===== src/rtl/port_nic.sv =====
// port_nic: endpoint interface for one switch port. A TX FIFO feeds the validtx/acktx handshake and
// an RX FIFO collects flits from validrx/ackrx. Define PORT_NIC_STATS_EN to add 16-bit flit counters.
module port_nic #(
    parameter int DW    = 4,
    parameter int DEPTH = 2
) (
    input  logic          clk_i,
    input  logic          rst_i,
    input  logic          usr_tx_valid_i,
    output logic          usr_tx_ready_o,
    input  logic [2:0]    usr_tx_adr_i,
    input  logic [DW-1:0] usr_tx_dat_i,
    output logic          validtx_o,
    output logic [2:0]    adr_o,
    output logic [DW-1:0] dat_o,
    input  logic          acktx_i,
    input  logic          validrx_i,
    input  logic [DW+2:0] dat_i,
    output logic          ackrx_o,
    output logic          usr_rx_valid_o,
    input  logic          usr_rx_ready_i,
    output logic [2:0]    usr_rx_adr_o,
    output logic [DW-1:0] usr_rx_dat_o
`ifdef PORT_NIC_STATS_EN
    ,
    output logic [15:0]   tx_cnt_o,
    output logic [15:0]   rx_cnt_o
`endif
);

    localparam int N = 2**DEPTH;
    localparam logic [DEPTH:0] C_FULL = {1'b1, {DEPTH{1'b0}}};

    typedef enum logic [1:0] {TX_IDLE = 2'd0, TX_REQ = 2'd1, TX_GAP = 2'd2} tx_state_t;
    typedef enum logic {RX_IDLE = 1'b0, RX_WAIT = 1'b1} rx_state_t;

    // TX FIFO
    logic [DW+2:0]  r_tx_mem [N];
    logic [DEPTH-1:0] r_tx_wp, r_tx_rp;
    logic [DEPTH:0] r_tx_cnt;
    logic           w_tx_full, w_tx_empty, w_tx_push, w_tx_pop;
    logic [DW+2:0]  w_tx_head;

    assign w_tx_full      = (r_tx_cnt == C_FULL);
    assign w_tx_empty     = (r_tx_cnt == '0);
    assign w_tx_push      = usr_tx_valid_i & ~w_tx_full;
    assign w_tx_head      = r_tx_mem[r_tx_rp];
    assign usr_tx_ready_o = ~w_tx_full;

    always_ff @(posedge clk_i) begin
        if (w_tx_push) r_tx_mem[r_tx_wp] <= {usr_tx_adr_i, usr_tx_dat_i};
    end

    always_ff @(posedge clk_i or negedge rst_i) begin
        if (!rst_i) begin
            r_tx_wp  <= '0;
            r_tx_rp  <= '0;
            r_tx_cnt <= '0;
        end else begin
            if (w_tx_push) r_tx_wp <= r_tx_wp + 1'b1;
            if (w_tx_pop)  r_tx_rp <= r_tx_rp + 1'b1;
            case ({w_tx_push, w_tx_pop})
                2'b10:   r_tx_cnt <= r_tx_cnt + 1'b1;
                2'b01:   r_tx_cnt <= r_tx_cnt - 1'b1;
                default: ;
            endcase
        end
    end

    // TX handshake FSM: the gap state forces one idle cycle between flits
    tx_state_t r_tx_state, w_tx_next;

    always_ff @(posedge clk_i or negedge rst_i) begin
        if (!rst_i) r_tx_state <= TX_IDLE;
        else        r_tx_state <= w_tx_next;
    end

    always_comb begin
        w_tx_next = r_tx_state;
        w_tx_pop  = 1'b0;
        case (r_tx_state)
            TX_IDLE: if (!w_tx_empty) w_tx_next = TX_REQ;
            TX_REQ: begin
                if (acktx_i) begin
                    w_tx_pop  = 1'b1;
                    w_tx_next = TX_GAP;
                end
            end
            TX_GAP:  w_tx_next = w_tx_empty ? TX_IDLE : TX_REQ;
            default: w_tx_next = TX_IDLE;
        endcase
    end

    assign validtx_o = (r_tx_state == TX_REQ);
    assign adr_o     = validtx_o ? w_tx_head[DW+2:DW] : '0;
    assign dat_o     = validtx_o ? w_tx_head[DW-1:0]  : '0;

    // RX FIFO
    logic [DW+2:0]  r_rx_mem [N];
    logic [DEPTH-1:0] r_rx_wp, r_rx_rp;
    logic [DEPTH:0] r_rx_cnt;
    logic           w_rx_full, w_rx_empty, w_rx_push, w_rx_pop;
    logic [DW+2:0]  w_rx_head;

    assign w_rx_full      = (r_rx_cnt == C_FULL);
    assign w_rx_empty     = (r_rx_cnt == '0);
    assign w_rx_pop       = ~w_rx_empty & usr_rx_ready_i;
    assign w_rx_head      = r_rx_mem[r_rx_rp];
    assign usr_rx_valid_o = ~w_rx_empty;
    assign usr_rx_adr_o   = w_rx_empty ? '0 : w_rx_head[DW+2:DW];
    assign usr_rx_dat_o   = w_rx_empty ? '0 : w_rx_head[DW-1:0];

    always_ff @(posedge clk_i) begin
        if (w_rx_push) r_rx_mem[r_rx_wp] <= dat_i;
    end

    always_ff @(posedge clk_i or negedge rst_i) begin
        if (!rst_i) begin
            r_rx_wp  <= '0;
            r_rx_rp  <= '0;
            r_rx_cnt <= '0;
        end else begin
            if (w_rx_push) r_rx_wp <= r_rx_wp + 1'b1;
            if (w_rx_pop)  r_rx_rp <= r_rx_rp + 1'b1;
            case ({w_rx_push, w_rx_pop})
                2'b10:   r_rx_cnt <= r_rx_cnt + 1'b1;
                2'b01:   r_rx_cnt <= r_rx_cnt - 1'b1;
                default: ;
            endcase
        end
    end

    // RX FSM: after a capture, wait for validrx to drop so a held flit is not taken twice
    rx_state_t r_rx_state, w_rx_next;
    logic      r_ackrx;

    always_ff @(posedge clk_i or negedge rst_i) begin
        if (!rst_i) begin
            r_rx_state <= RX_IDLE;
            r_ackrx    <= 1'b0;
        end else begin
            r_rx_state <= w_rx_next;
            r_ackrx    <= w_rx_push;
        end
    end

    always_comb begin
        w_rx_next = r_rx_state;
        w_rx_push = 1'b0;
        case (r_rx_state)
            RX_IDLE: begin
                if (validrx_i && !w_rx_full) begin
                    w_rx_push = 1'b1;
                    w_rx_next = RX_WAIT;
                end
            end
            RX_WAIT: if (!validrx_i) w_rx_next = RX_IDLE;
            default: w_rx_next = RX_IDLE;
        endcase
    end

    assign ackrx_o = r_ackrx;

`ifdef PORT_NIC_STATS_EN
    logic [15:0] r_tx_flits, r_rx_flits;

    always_ff @(posedge clk_i or negedge rst_i) begin
        if (!rst_i) begin
            r_tx_flits <= '0;
            r_rx_flits <= '0;
        end else begin
            if (w_tx_pop)  r_tx_flits <= r_tx_flits + 1'b1;
            if (w_rx_push) r_rx_flits <= r_rx_flits + 1'b1;
        end
    end

    assign tx_cnt_o = r_tx_flits;
    assign rx_cnt_o = r_rx_flits;
`endif

endmodule


===== config.mk =====
export PLATFORM = sky130hd
export DESIGN_NAME = port_nic
export DESIGN_NICKNAME = d
export VERILOG_FILES = /design/src/rtl/port_nic.sv
export SDC_FILE = /design/constraint.sdc
export NUM_CORES = 1
export LEC_CHECK = 0
export CAP_MARGIN = 20
export CORE_MARGIN = 5
export CORE_UTILIZATION = 59
export DETAILED_ROUTE_END_ITERATION = 8
export PLACE_DENSITY = 0.84
export SLEW_MARGIN = 20
export SYNTH_ARGS = -nofsm -noshare
export SYNTH_HDL_FRONTEND = slang
export SYNTH_SLANG_ARGS = --single-unit

===== constraint.sdc =====
create_clock -name clk_i -period 3.2 [get_ports clk_i]
set_input_delay 0.32 -clock clk_i [delete_from_list [all_inputs] [get_ports clk_i]]
set_output_delay 0.32 -clock clk_i [all_outputs]
set_load 0.01 [all_outputs]

==> summary.txt <==
number of clock sinks seen by CTS = 74
antenna cells = 0
RSZ-0062 raised after global routing = no
Clock Pin Slew Worst Setup and Hold Paths = 0.07 ns
wire length of the first global-routing pass = 7840 um
combined buffer and inverter count along the critical path = 1
signed area change from the synthesized netlist to the final layout = 18.6%
proportion of layout cells with a drive suffix above 1 = 0.145
number of buffers created by CTS = 9
Worst setup SP type = flip-flop
clock tree from TritonCTS = built
placed wire-length estimate = 3580 um
FF+latch count, synth = 74
Iter 0 DRT Violations = 63
Unique masters post-synth = 28
transition time at the pin with the least slew margin = 0.797 ns
worst vdd ir = 0.497 mV
clock latency of the later-clocked register in the worst-skew pair = 0.33 ns
fraction of synthesis flops using an asynchronous set or reset pin = 0.243
run status = finished clean
CP max-delay cell = dfrtp_1
starting density of the core = 0.606
reg-to-reg setup timing slack = 0.91 ns
aggregate routed wire length = 4930 um
mean instance size in the synthesized netlist = 17.9 um^2
power density normalized to cell area = 861 nW/um^2
total via count in the routed design = 1,527
Int Power = 2.21 mW
relative contribution of the clock network to total power = 0.176
Static Leak = 1.36 nW
final total negative setup slack = 0 ns
Syn Inst Count = 173
horizontal die dimension = 82.4 um
area of the core = 5110 um^2
highest clock frequency the design can meet = 394 MHz
sequential share of the synthesized area = 0.688
count of final max-slew check failures = 0
number of port buffers = 37
Post-Place Setup Slack = 0.921 ns
cell type contributing the most total cell area after synthesis = edfxtp_1
routability congestion estimate from global placement = 0.766
antenna-violating nets left = 0
leading post-synthesis cells by instance count = edfxtp_1, dfrtp_1, and2_1
maximum clock insertion buffer count = 2
Mapped Area = 3100 um^2
WP data arrival = 2.22 ns
clock root cell = clkbuf_8
most used flip-flop cell after synthesis = edfxtp_1
vias in the first global route = 1,660
site row count = 26
type of destination of the critical path = output port
ordered list of cells on the worst path = mux4_2 -> and2_1 -> clkdlybuf4s50_1
switching part of the total = 0.301
final critical-path setup slack = 0.663 ns
shortest clock period the worst path allows after layout = 2.54 ns
maximum fanout count along the critical path = 9
deepest level of the CTS H-tree = 3
final count of negative-setup-slack endpoints = 0
number of antenna violations at the first check in global routing = 0
# IOs = 38
Tightest Hold Check Type = in -> async
switching power = 951 uW
relative contribution of sequential cells to total power = 0.465
count of instances resized after the clock tree is built = 0
number of hold buffers added after CTS = 0
Data required, critical path = 2.88 ns
first-pass iteration count of the detailed router = 3
Nets = 247
Max Cap Violations = 0
headroom to the max-slew limit = 0.467
relative contribution of combinational cells to total power = 0.358
floorplan die height = 82.4 um
buffer count from post-CTS setup fixing = 0
DRC violation count after routing = 0
final clock period utilization by the worst path = 0.793
Worst Skew = 0.00552 ns
area enclosed by the die boundary = 6800 um^2
slowest cell delay on critical path = 0.67 ns
capture instance of the worst register-to-register path = r_rx_cnt[2]
GRT Util Overall = 0.166
Setup CP Type = reg -> out
residual overflow from global routing = 0
top post-synthesis cells by area = edfxtp_1, dfrtp_1, mux4_2, ha_1, and2_1
cell with the most instances after synthesis = edfxtp_1
drt wl/cell = 17.0 um
kind of cell with the highest combined delay on the critical path = flip-flops
startpoint of the worst-slack reg-to-reg timing path = r_rx_cnt[0]
syn nets = 205
maximum number of pins on one net before global-route repair = 19
number of warnings issued by yosys = 0
number of endpoints with negative hold slack in the final report = 0
area share of the largest cell type after synthesis = 0.543
EDFF count, synth = 56
logic depth of the worst register-to-register path = 9
number of vias per cell after detailed routing = 5.27
==> routing by layer <==
layer,GRT usage,up-vias,share of wire
met4,0.0814,0,0.017
met2,0.273,23,0.55
met1,0.202,776,0.40
li1,-,720,-
met3,0.0466,8,0.037
met5,0,-,0
==> power by group through the flow <==
stage	Clock (mW)	Combinational [mW]	Sequential (mW)
4_1_cts	0.576	1.16	1.48
5_1_grt	0.612	1.24	1.51
3_5_place_dp	0	1.15	1.50
6_report	0.557	1.13	1.47
3_3_place_gp	0	1.10	1.47
2_1_floorplan	0	0.820	1.36
==> layout make-up <==
class / instances / area (um^2)
clock inverter: 6 / 23.8
inverter: 12 / 45.0
tap: 70 / 87.6
clock buffer: 10 / 128
timing repair buffer: 37 / 370
multi-input combinational: 81 / 886
fill: 325 / 1440
sequential: 74 / 2130
==> how the worst max path moves through the flow <==
stage / endpoint / slack [ns] / cells past startpoint / startpoint
floorplan: r_rx_cnt[2] / 1.04 / 10 / r_rx_cnt[0]
global placement: r_rx_cnt[2] / 1.01 / 9 / r_rx_cnt[0]
detailed placement: r_rx_cnt[2] / 0.92 / 9 / r_rx_cnt[0]
CTS: usr_rx_dat_o[0] / 0.60 / 3 / r_rx_rp[0]
global route: usr_rx_dat_o[1] / 0.51 / 3 / r_rx_rp[0]
finish: usr_rx_dat_o[2] / 0.66 / 3 / r_rx_rp[0]
==> placed cells by master, fill, tap and decap left out, types with 2 or more instances in the layout <==
master,count
edfxtp_1,56
clkdlybuf4s50_1,37
dfrtp_1,18
and2_1,15
mux4_2,14
inv_1,12
ha_1,10
clkbuf_8,9
xnor2_1,6
xor2_1,6
clkinv_1,5
and2_2,4
and3_1,4
and3b_1,3
or3b_1,2
nand2_1,2
nor2_1,2
o21ai_0,2
fa_1,2
==> flip-flops by register name (all words and copies together) (netlist names) <==
| signal | cells |
|---|---|
| r_rx_mem | 28 |
| r_tx_mem | 28 |
| r_rx_cnt | 3 |
| r_tx_cnt | 3 |
| r_rx_rp | 2 |
| r_rx_wp | 2 |
| r_tx_rp | 2 |
| r_tx_state | 2 |
| r_tx_wp | 2 |
| ackrx_o | 1 |
| r_rx_state | 1 |
==> through the flow <==
stage	util	cell area, um^2	power (mW)	hold slack [ns]	cells
after detailed placement	0.689	3520	2.65	0.482	274
after global routing	0.719	3670	3.37	0.522	290
after floorplan	-	3100	2.18	0.0244	173
after global placement	0.689	3520	2.56	0.471	274
after CTS	0.719	3670	3.21	0.464	290
final	0.719	3670	3.16	0.454	290
==> logic make-up (layout without fill, tap and decap cells) <==
group | count (synthesis) | after routing | synth area share
XOR/XNOR | 12 | 12 | 0.0339
multiplexers | 17 | 17 | 0.114
adder cells (fa/ha/maj) | 12 | 12 | 0.0533
buffers and inverters | 18 | 65 | 0.0255
flip-flops | 74 | 74 | 0.688
AND/OR/NAND/NOR | 36 | 36 | 0.0760
AO/OA/AOI/OAI | 4 | 4 | 0.00929
No activity file was read; power rests on OpenSTA's default activity.
